### src/rtl/dmem_ctrl.sv
// Byte-addressed data memory for the load/store stage: RV32/RV64 access sizes,
// request/response handshake, fault reporting and a self-initialising counting pattern.
module dmem_ctrl #(
    parameter int unsigned XLEN        = 32,
    parameter int unsigned DEPTH_BYTES = 64,
    parameter int unsigned ADDR_W      = 32
) (
    input  logic              clk,
    input  logic              rst,
    input  logic              req_valid,
    output logic              req_ready,
    input  logic              req_we,
    input  logic [2:0]        req_funct3,
    input  logic [ADDR_W-1:0] req_addr,
    input  logic [XLEN-1:0]   req_wdata,
    output logic              resp_valid,
    output logic [XLEN-1:0]   resp_rdata,
    output logic              resp_err,
    output logic              init_busy
);

    localparam int unsigned NB    = XLEN / 8;
    localparam int unsigned WORDS = DEPTH_BYTES / NB;
    localparam int unsigned IDX_W = $clog2(DEPTH_BYTES);
    localparam int unsigned W_W   = (WORDS > 1) ? $clog2(WORDS) : 1;

    typedef enum logic [1:0] {StInit, StIdle, StResp} state_e;

    state_e          state_q, state_d;
    logic [W_W-1:0]  w_q, w_d;
    logic [XLEN-1:0] rdata_q;
    logic            err_q;
    logic [7:0]      mem [DEPTH_BYTES];

    logic            accept;
    logic [3:0]      size_bytes;
    logic            legal, aligned, in_range, err;
    logic [ADDR_W:0] end_addr;
    logic [XLEN-1:0] raw, ld;

    // rst gates the handshake combinationally so a reset in RESP drops the response.
    assign req_ready  = (state_q == StIdle) && !rst;
    assign resp_valid = (state_q == StResp) && !rst;
    assign init_busy  = (state_q == StInit);
    assign resp_rdata = rdata_q;
    assign resp_err   = err_q;
    assign accept     = req_valid && req_ready;

    always_comb begin
        size_bytes = 4'd1 << req_funct3[1:0];
        if (req_we) begin
            legal = (req_funct3 inside {3'b000, 3'b001, 3'b010}) ||
                    ((XLEN == 64) && (req_funct3 == 3'b011));
        end else begin
            legal = (req_funct3 inside {3'b000, 3'b001, 3'b010, 3'b100, 3'b101}) ||
                    ((XLEN == 64) && (req_funct3 inside {3'b011, 3'b110}));
        end
        case (req_funct3[1:0])
            2'b01:   aligned = !req_addr[0];
            2'b10:   aligned = (req_addr[1:0] == 2'b00);
            2'b11:   aligned = (req_addr[2:0] == 3'b000);
            default: aligned = 1'b1;
        endcase
        // One extra bit so addresses near the top of the space cannot wrap into range.
        end_addr = {1'b0, req_addr} + (ADDR_W+1)'(size_bytes) - (ADDR_W+1)'(1);
        in_range = end_addr < (ADDR_W+1)'(DEPTH_BYTES);
        err      = !(legal && aligned && in_range);
    end

    always_comb begin
        raw = '0;
        for (int i = 0; i < NB; i++) begin
            raw[8*i +: 8] = mem[req_addr[IDX_W-1:0] + IDX_W'(i)];
        end
        case (req_funct3)
            3'b000:  ld = XLEN'($signed(raw[7:0]));
            3'b001:  ld = XLEN'($signed(raw[15:0]));
            3'b010:  ld = XLEN'($signed(raw[31:0]));
            3'b100:  ld = XLEN'(raw[7:0]);
            3'b101:  ld = XLEN'(raw[15:0]);
            3'b110:  ld = XLEN'(raw[31:0]);
            default: ld = raw;
        endcase
    end

    always_comb begin
        state_d = state_q;
        w_d     = w_q;
        unique case (state_q)
            StInit: begin
                if (w_q == W_W'(WORDS - 1)) begin
                    state_d = StIdle;
                    w_d     = '0;
                end else begin
                    w_d = w_q + W_W'(1);
                end
            end
            StIdle:  if (req_valid) state_d = StResp;
            StResp:  state_d = StIdle;
            default: state_d = StInit;
        endcase
    end

    always_ff @(posedge clk) begin
        if (rst) begin
            state_q <= StInit;
            w_q     <= '0;
            rdata_q <= '0;
            err_q   <= 1'b0;
        end else begin
            state_q <= state_d;
            w_q     <= w_d;
            if (accept) begin
                err_q   <= err;
                rdata_q <= (err || req_we) ? '0 : ld;
            end
        end
    end

    always_ff @(posedge clk) begin
        if (!rst) begin
            if (state_q == StInit) begin
                for (int i = 0; i < NB; i++) begin
                    mem[IDX_W'(32'(w_q) * NB + i)] <= 8'(32'(w_q) * NB + i);
                end
            end else if (accept && req_we && !err) begin
                for (int i = 0; i < NB; i++) begin
                    if (4'(i) < size_bytes) begin
                        mem[req_addr[IDX_W-1:0] + IDX_W'(i)] <= req_wdata[8*i +: 8];
                    end
                end
            end
        end
    end

endmodule

### config.mk
export PLATFORM = sky130hd
export DESIGN_NAME = dmem_ctrl
export DESIGN_NICKNAME = d
export VERILOG_FILES = /design/src/rtl/dmem_ctrl.sv
export SDC_FILE = /design/constraint.sdc
export NUM_CORES = 2
export LEC_CHECK = 0
export CAP_MARGIN = 10
export CORE_ASPECT_RATIO = 2
export CORE_MARGIN = 2
export CORE_UTILIZATION = 55
export DETAILED_ROUTE_END_ITERATION = 12
export PLACE_DENSITY = 0.71
export SYNTH_ARGS = -nofsm -noshare
export SYNTH_HDL_FRONTEND = slang
export SYNTH_SLANG_ARGS = --single-unit
export TNS_END_PERCENT = 20
### constraint.sdc
create_clock -name clk -period 8.7 [get_ports clk]
set_clock_uncertainty 0.05 [all_clocks]
set_input_delay 1.74 -clock clk [delete_from_list [all_inputs] [get_ports clk]]
set_output_delay 1.74 -clock clk [all_outputs]
set_load 0.005 [all_outputs]
==> flow_summary.toml, run 1 <==
[synth]
syn_nets = 5408
synth.yosys.warnings = 0
yosysSeqAreaShare_pct = 28.7
synthFlopType = "edfxtp_1"
synth-edff-count = 512
synth_top_area_share_pct = 27.4
synthCells = 5298
syn_area_per_cell_sq_um = 10.6
synth_top_area_cell = "edfxtp_1"
synth_area_leaders = "edfxtp_1 27%, mux4_2 26%, mux2i_1 10%"
async_reset_ff_share_pct = 0
synth_cell_types = 108
synth_area_sq_um = 56200
yosys_register_bits = 551

[global_routing]
grt_pass1_wl_um = 583000
grt_pass1_vias = 65100
track_usage_pct = 77.3
grt-ovfl-total = 1010
grt_max_degree = 139

[outcome]
error = "[ERROR GRT-0116] Global routing finished with congestion. Check the congestion regions in the DRC Viewer."
outcome = "did not finish"
stop_stage = "global routing"

[place]
portBuffers = 106
gp_congestion = 1.30
detailed_place_hpwl_um = 260000

[floorplan]
start_util_pct = 55.6
rows = 165
io_pins = 107
fp.dieH_um = 456
die_x_um = 230

[clock_tree]
cts.htree.levels = 2
root_buffer = "clkbuf_16"
cts_buffers = 54
clockBufferDepth = 3
cts_post_setup_buffers_inserted = 0
cts_resized = 0
postCtsHoldBufs = 0
cts.sinks = 551
==> kinds of logic after synthesis <==
kind of cell             share of synthesized area [%]
AND/OR/NAND/NOR                                   12.3
AO/OA/AOI/OAI                                     14.8
multiplexers                                      37.7
buffers and inverters                             5.09
flip-flops                                        28.7
adder cells (fa/ha/maj)                          0.868
XOR/XNOR                                         0.574
==> synth_stat cells (10+ instances only) <==
| library cell | instances |
|---|---|
| inv_1 | 55 |
| and2_0 | 11 |
| buf_4 | 23 |
| o22ai_1 | 222 |
| buf_6 | 17 |
| nand3_2 | 16 |
| o21ai_1 | 60 |
| a21o_1 | 29 |
| a31oi_1 | 36 |
| o211ai_1 | 54 |
| dfxtp_1 | 39 |
| o21ai_0 | 292 |
| o221ai_1 | 68 |
| nand2_1 | 430 |
| nor2_1 | 350 |
| o2111ai_1 | 19 |
| buf_1 | 71 |
| a211oi_1 | 19 |
| and3_1 | 43 |
| ha_1 | 39 |
| a21oi_1 | 351 |
| or3_1 | 16 |
| clkbuf_1 | 347 |
| nor3_2 | 12 |
| mux4_2 | 641 |
| and4_1 | 11 |
| a211o_1 | 13 |
| nand4_1 | 78 |
| mux2_2 | 84 |
| xnor2_1 | 25 |
| nand2b_1 | 21 |
| o21a_1 | 13 |
| edfxtp_1 | 512 |
| mux2i_1 | 571 |
| nor3_1 | 83 |
| a22oi_1 | 33 |
| nand4_2 | 12 |
| a21oi_2 | 13 |
| nor4_1 | 17 |
| xor2_1 | 10 |
| nand3_1 | 165 |
| buf_2 | 140 |
| and2_1 | 34 |
| or2_2 | 10 |
| a221oi_1 | 19 |
==> metrics by stage <==
| stage | setup slack, ns | util, % | cells | hold slack [ns] | cell area, sq um |
|---|---|---|---|---|---|
| 4_1_cts | 0.934 | 62.0 | 6730 | 0.406 | 62700 |
| 3_5_place_dp | 0.243 | 60.1 | 6629 | 0.396 | 60800 |
| 3_3_place_gp | 0.204 | 60.1 | 6629 | 0.393 | 60800 |
| 2_1_floorplan | 1.28 | - | 5298 | 0.403 | 56200 |
==> routing by layer <==
metal / GRT overflow / global-route usage, %
met1: 8 / 77.3
met2: 597 / 94.5
met3: 15 / 60.5
met4: 389 / 77.9
met5: 1 / 26.3
==> run 2: changes to the inputs <==
CORE_ASPECT_RATIO = not set   (was 2)
CORE_UTILIZATION = 40   (was 55)
PLACE_DENSITY = not set   (was 0.71)
PLACE_DENSITY_LB_ADDON = 0.15   (was not set)
==> flow_summary.toml, run 2 <==
[synth]
synth.yosys.warnings = 0
yosysMostFrequentCell = "mux4_2"
yosys_register_bits = 551
synth_area_sq_um = 56200
async_reset_ff_share_pct = 0
synth_cell_types = 108
synth_top_area_share_pct = 27.4
synth-edff-count = 512
syn_area_per_cell_sq_um = 10.6
syn_nets = 5408
synthFlopType = "edfxtp_1"
yosysSeqAreaShare_pct = 28.7
synth_top_area_cell = "edfxtp_1"
synthCells = 5298
synthTopCellsByCount = "641 x mux4_2, 571 x mux2i_1, 512 x edfxtp_1, 430 x nand2_1, 351 x a21oi_1"
synth_area_leaders = "edfxtp_1 27%, mux4_2 26%, mux2i_1 10%"

[timing]
rsz0062_at_grt = "no"
period_share_pct = 92.8
maxSlewHeadroom_pct = -0.775
fin_tns_setup_ns = 0
slew_violations = 4
fmax_mhz = 124
tightest_slew_ns = 1.50
finalSetupViolCount = 0
min_period_ns = 8.07
hold_violations = 0

[global_routing]
met2_usage_pct = 64.7
grt.met1_usage_pct = 63.1
track_usage_pct = 50.4
antenna_found_initial = 35
grt_pass1_vias = 51900
grt-busiest-layer = "met2"
grt-ovfl-total = 0
grt_max_degree = 137
met3_usage_pct = 26.1
grt_pass1_wl_um = 483000

[route]
drt-pass1-iter-count = 7
post_drt_via_cell_ratio = 7.95
drtIter0Drc = 11200
wl_per_cell_um = 50.8
drc = 0
totalWireLength_um = 368000
ant_nets = 0
via_count = 57500

[floorplan]
core_area_sq_um = 140000
die_x_um = 379
fp.dieArea_sq_um = 144000
start_util_pct = 40.3
io_pins = 107
fp.dieH_um = 379
rows = 137

[final_layout]
top_register = "mem"
drive_gt1_share_pct = 27.1
layout_commonest_cell = "mux4_2"
fin_nets = 5392
area_growth_pct = 12.9
largest_reg_flops = 512
final_cell_area_sq_um = 63400
fill_cells = 13200
layout_common_cells = "641 x mux4_2, 558 x mux2i_1, 512 x edfxtp_1, 428 x nand2_1, 361 x buf_4"

[pwr]
p_per_area_nw_per_um2 = 135
p_leak_uw = 0.0236
pwr-share-seq_pct = 34.6
clkPwrFrac_pct = 36.8
ir_drop_mv = 0.118
swShare_pct = 35.7
p_switching_uw = 3060
intPower_uw = 5510
power_frac_comb_pct = 28.5
p_total_uw = 8570

[place]
portBuffers = 106
placed_area_sq_um = 61000
gp_congestion = 1.11
detailed_place_hpwl_um = 267000

[worst_setup_path]
max_stage_delay_ns = 0.94
r2r-end = "mem[51][3]"
crit_slowest_cell = "clkdlybuf4s50_1"
cp-start-kind = "input pin"
cp_top_family = "compound AO/OA/AOI/OAI gates"
critPathCaptureType = "flip-flop"
ff2ff_path_depth = 15
cp_cell_sequence = "clkdlybuf4s50_1 > inv_2 > ha_1 > inv_1 > ha_1 > a21o_1 > a31o_4 > a21oi_2 > a21boi_1 > a2111o_1 > nor4_4 > nand4_2 > nor4_4 > buf_12 > buf_12 > nor2_2 > o21ai_2 > o2111ai_1"
crit_buf_inv = 5
worst-setup-path-type = "in -> reg"
reg2reg_from = "state_q[1]"
critPathRequiredTime_ns = 8.88
r2r_setup_slack_ns = 2.96
cp_max_fo = 23
arrival_ns = 8.25

[min_path]
min_path_cells = 2
min_to = "resp_rdata[19]"
min-delay-start = "resp_rdata[19]"
hp-class = "reg -> reg"

[clock_tree]
postCtsHoldBufs = 0
clk_latency_ns = 0.74
cts_buffers = 72
tritoncts = "done"
cts.sinks = 551
cts_post_setup_buffers_inserted = 0
clockBufferDepth = 3
cts_resized = 0
cts.htree.levels = 3
root_buffer = "clkbuf_16"
path_clk_slew_ns = 0.06

[outcome]
violations = "max-capacitance violations, max-slew violations"
outcome = "complete, but fails checks"

[run]
maxCapViolations = 1
## run 2: cell counts after synthesis
No cell type changed its count.
## run 2: power groups by stage
| stage | Clock, uW | Sequential [uW] | Combinational, uW |
|---|---|---|---|
| global placement | 0 | 3020 | 2270 |
| floorplan | 0 | 2990 | 1230 |
| detailed placement | 0 | 3020 | 2270 |
| CTS | 3140 | 2960 | 2280 |
| global route | 3230 | 2970 | 2410 |
| finish | 3160 | 2970 | 2440 |
## run 2: area by class of cell
class | instances | area (sq um) | area share, %
sequential | 551 | 16200 | 25.5
multi-input combinational | 4089 | 37700 | 59.4
timing repair buffer | 510 | 4600 | 7.25
inverter | 58 | 218 | 0.343
clock buffer | 88 | 1930 | 3.04
antenna | 24 | 60.1 | 0.0947
clock inverter | 42 | 433 | 0.683
tap | 1876 | 2350 | 3.70
## run 2: layer usage
metal	vias up	part of all wire [%]
met1	28600	36
met2	6080	38
met3	1546	17
met5	-	0.13
met4	24	9.4
li1	21300	-
## run 2: worst max path at each step
| stage | startpoint | depth (start not counted) | end |
|---|---|---|---|
| floorplan | req_addr[3] | 19 | mem[29][0] |
| global placement | req_addr[3] | 19 | mem[47][1] |
| detailed placement | req_addr[3] | 18 | mem[51][3] |
| CTS | req_addr[3] | 18 | mem[51][3] |
| global route | req_addr[3] | 18 | mem[51][6] |
| finish | req_addr[3] | 18 | mem[51][3] |
## run 2: cells by family (layout without fill, tap and decap cells)
family | count (synthesis) | in the layout | share of synthesized area (%)
flip-flops | 551 | 551 | 28.7
XOR/XNOR | 36 | 36 | 0.574
multiplexers | 1301 | 1301 | 37.7
adder cells (fa/ha/maj) | 39 | 39 | 0.868
other | 0 | 24 | 0
AO/OA/AOI/OAI | 1334 | 1334 | 14.8
AND/OR/NAND/NOR | 1379 | 1379 | 12.3
buffers and inverters | 658 | 698 | 5.09
## run 2: through the flow
| stage | utilization, % | hold slack, ns | worst slack, ns | instances |
|---|---|---|---|---|
| 3_5_place_dp | 43.7 | 0.398 | 0.354 | 7084 |
| 3_3_place_gp | 43.7 | 0.394 | 0.127 | 7081 |
| 2_1_floorplan | - | 0.403 | 1.28 | 5298 |
| 4_1_cts | 45.4 | 0.406 | 1.05 | 7214 |
| 5_1_grt | 45.4 | 0.427 | 0.640 | 7216 |
| 6_report | 45.5 | 0.405 | 0.626 | 7238 |
## run 2: worst min-delay path, stage by stage (launching register included)
cell     delay [ns]
dfxtp_1        0.30
nand2_1        0.05
a21oi_1        0.05
Note: power is estimated with default switching activity, not from simulation.
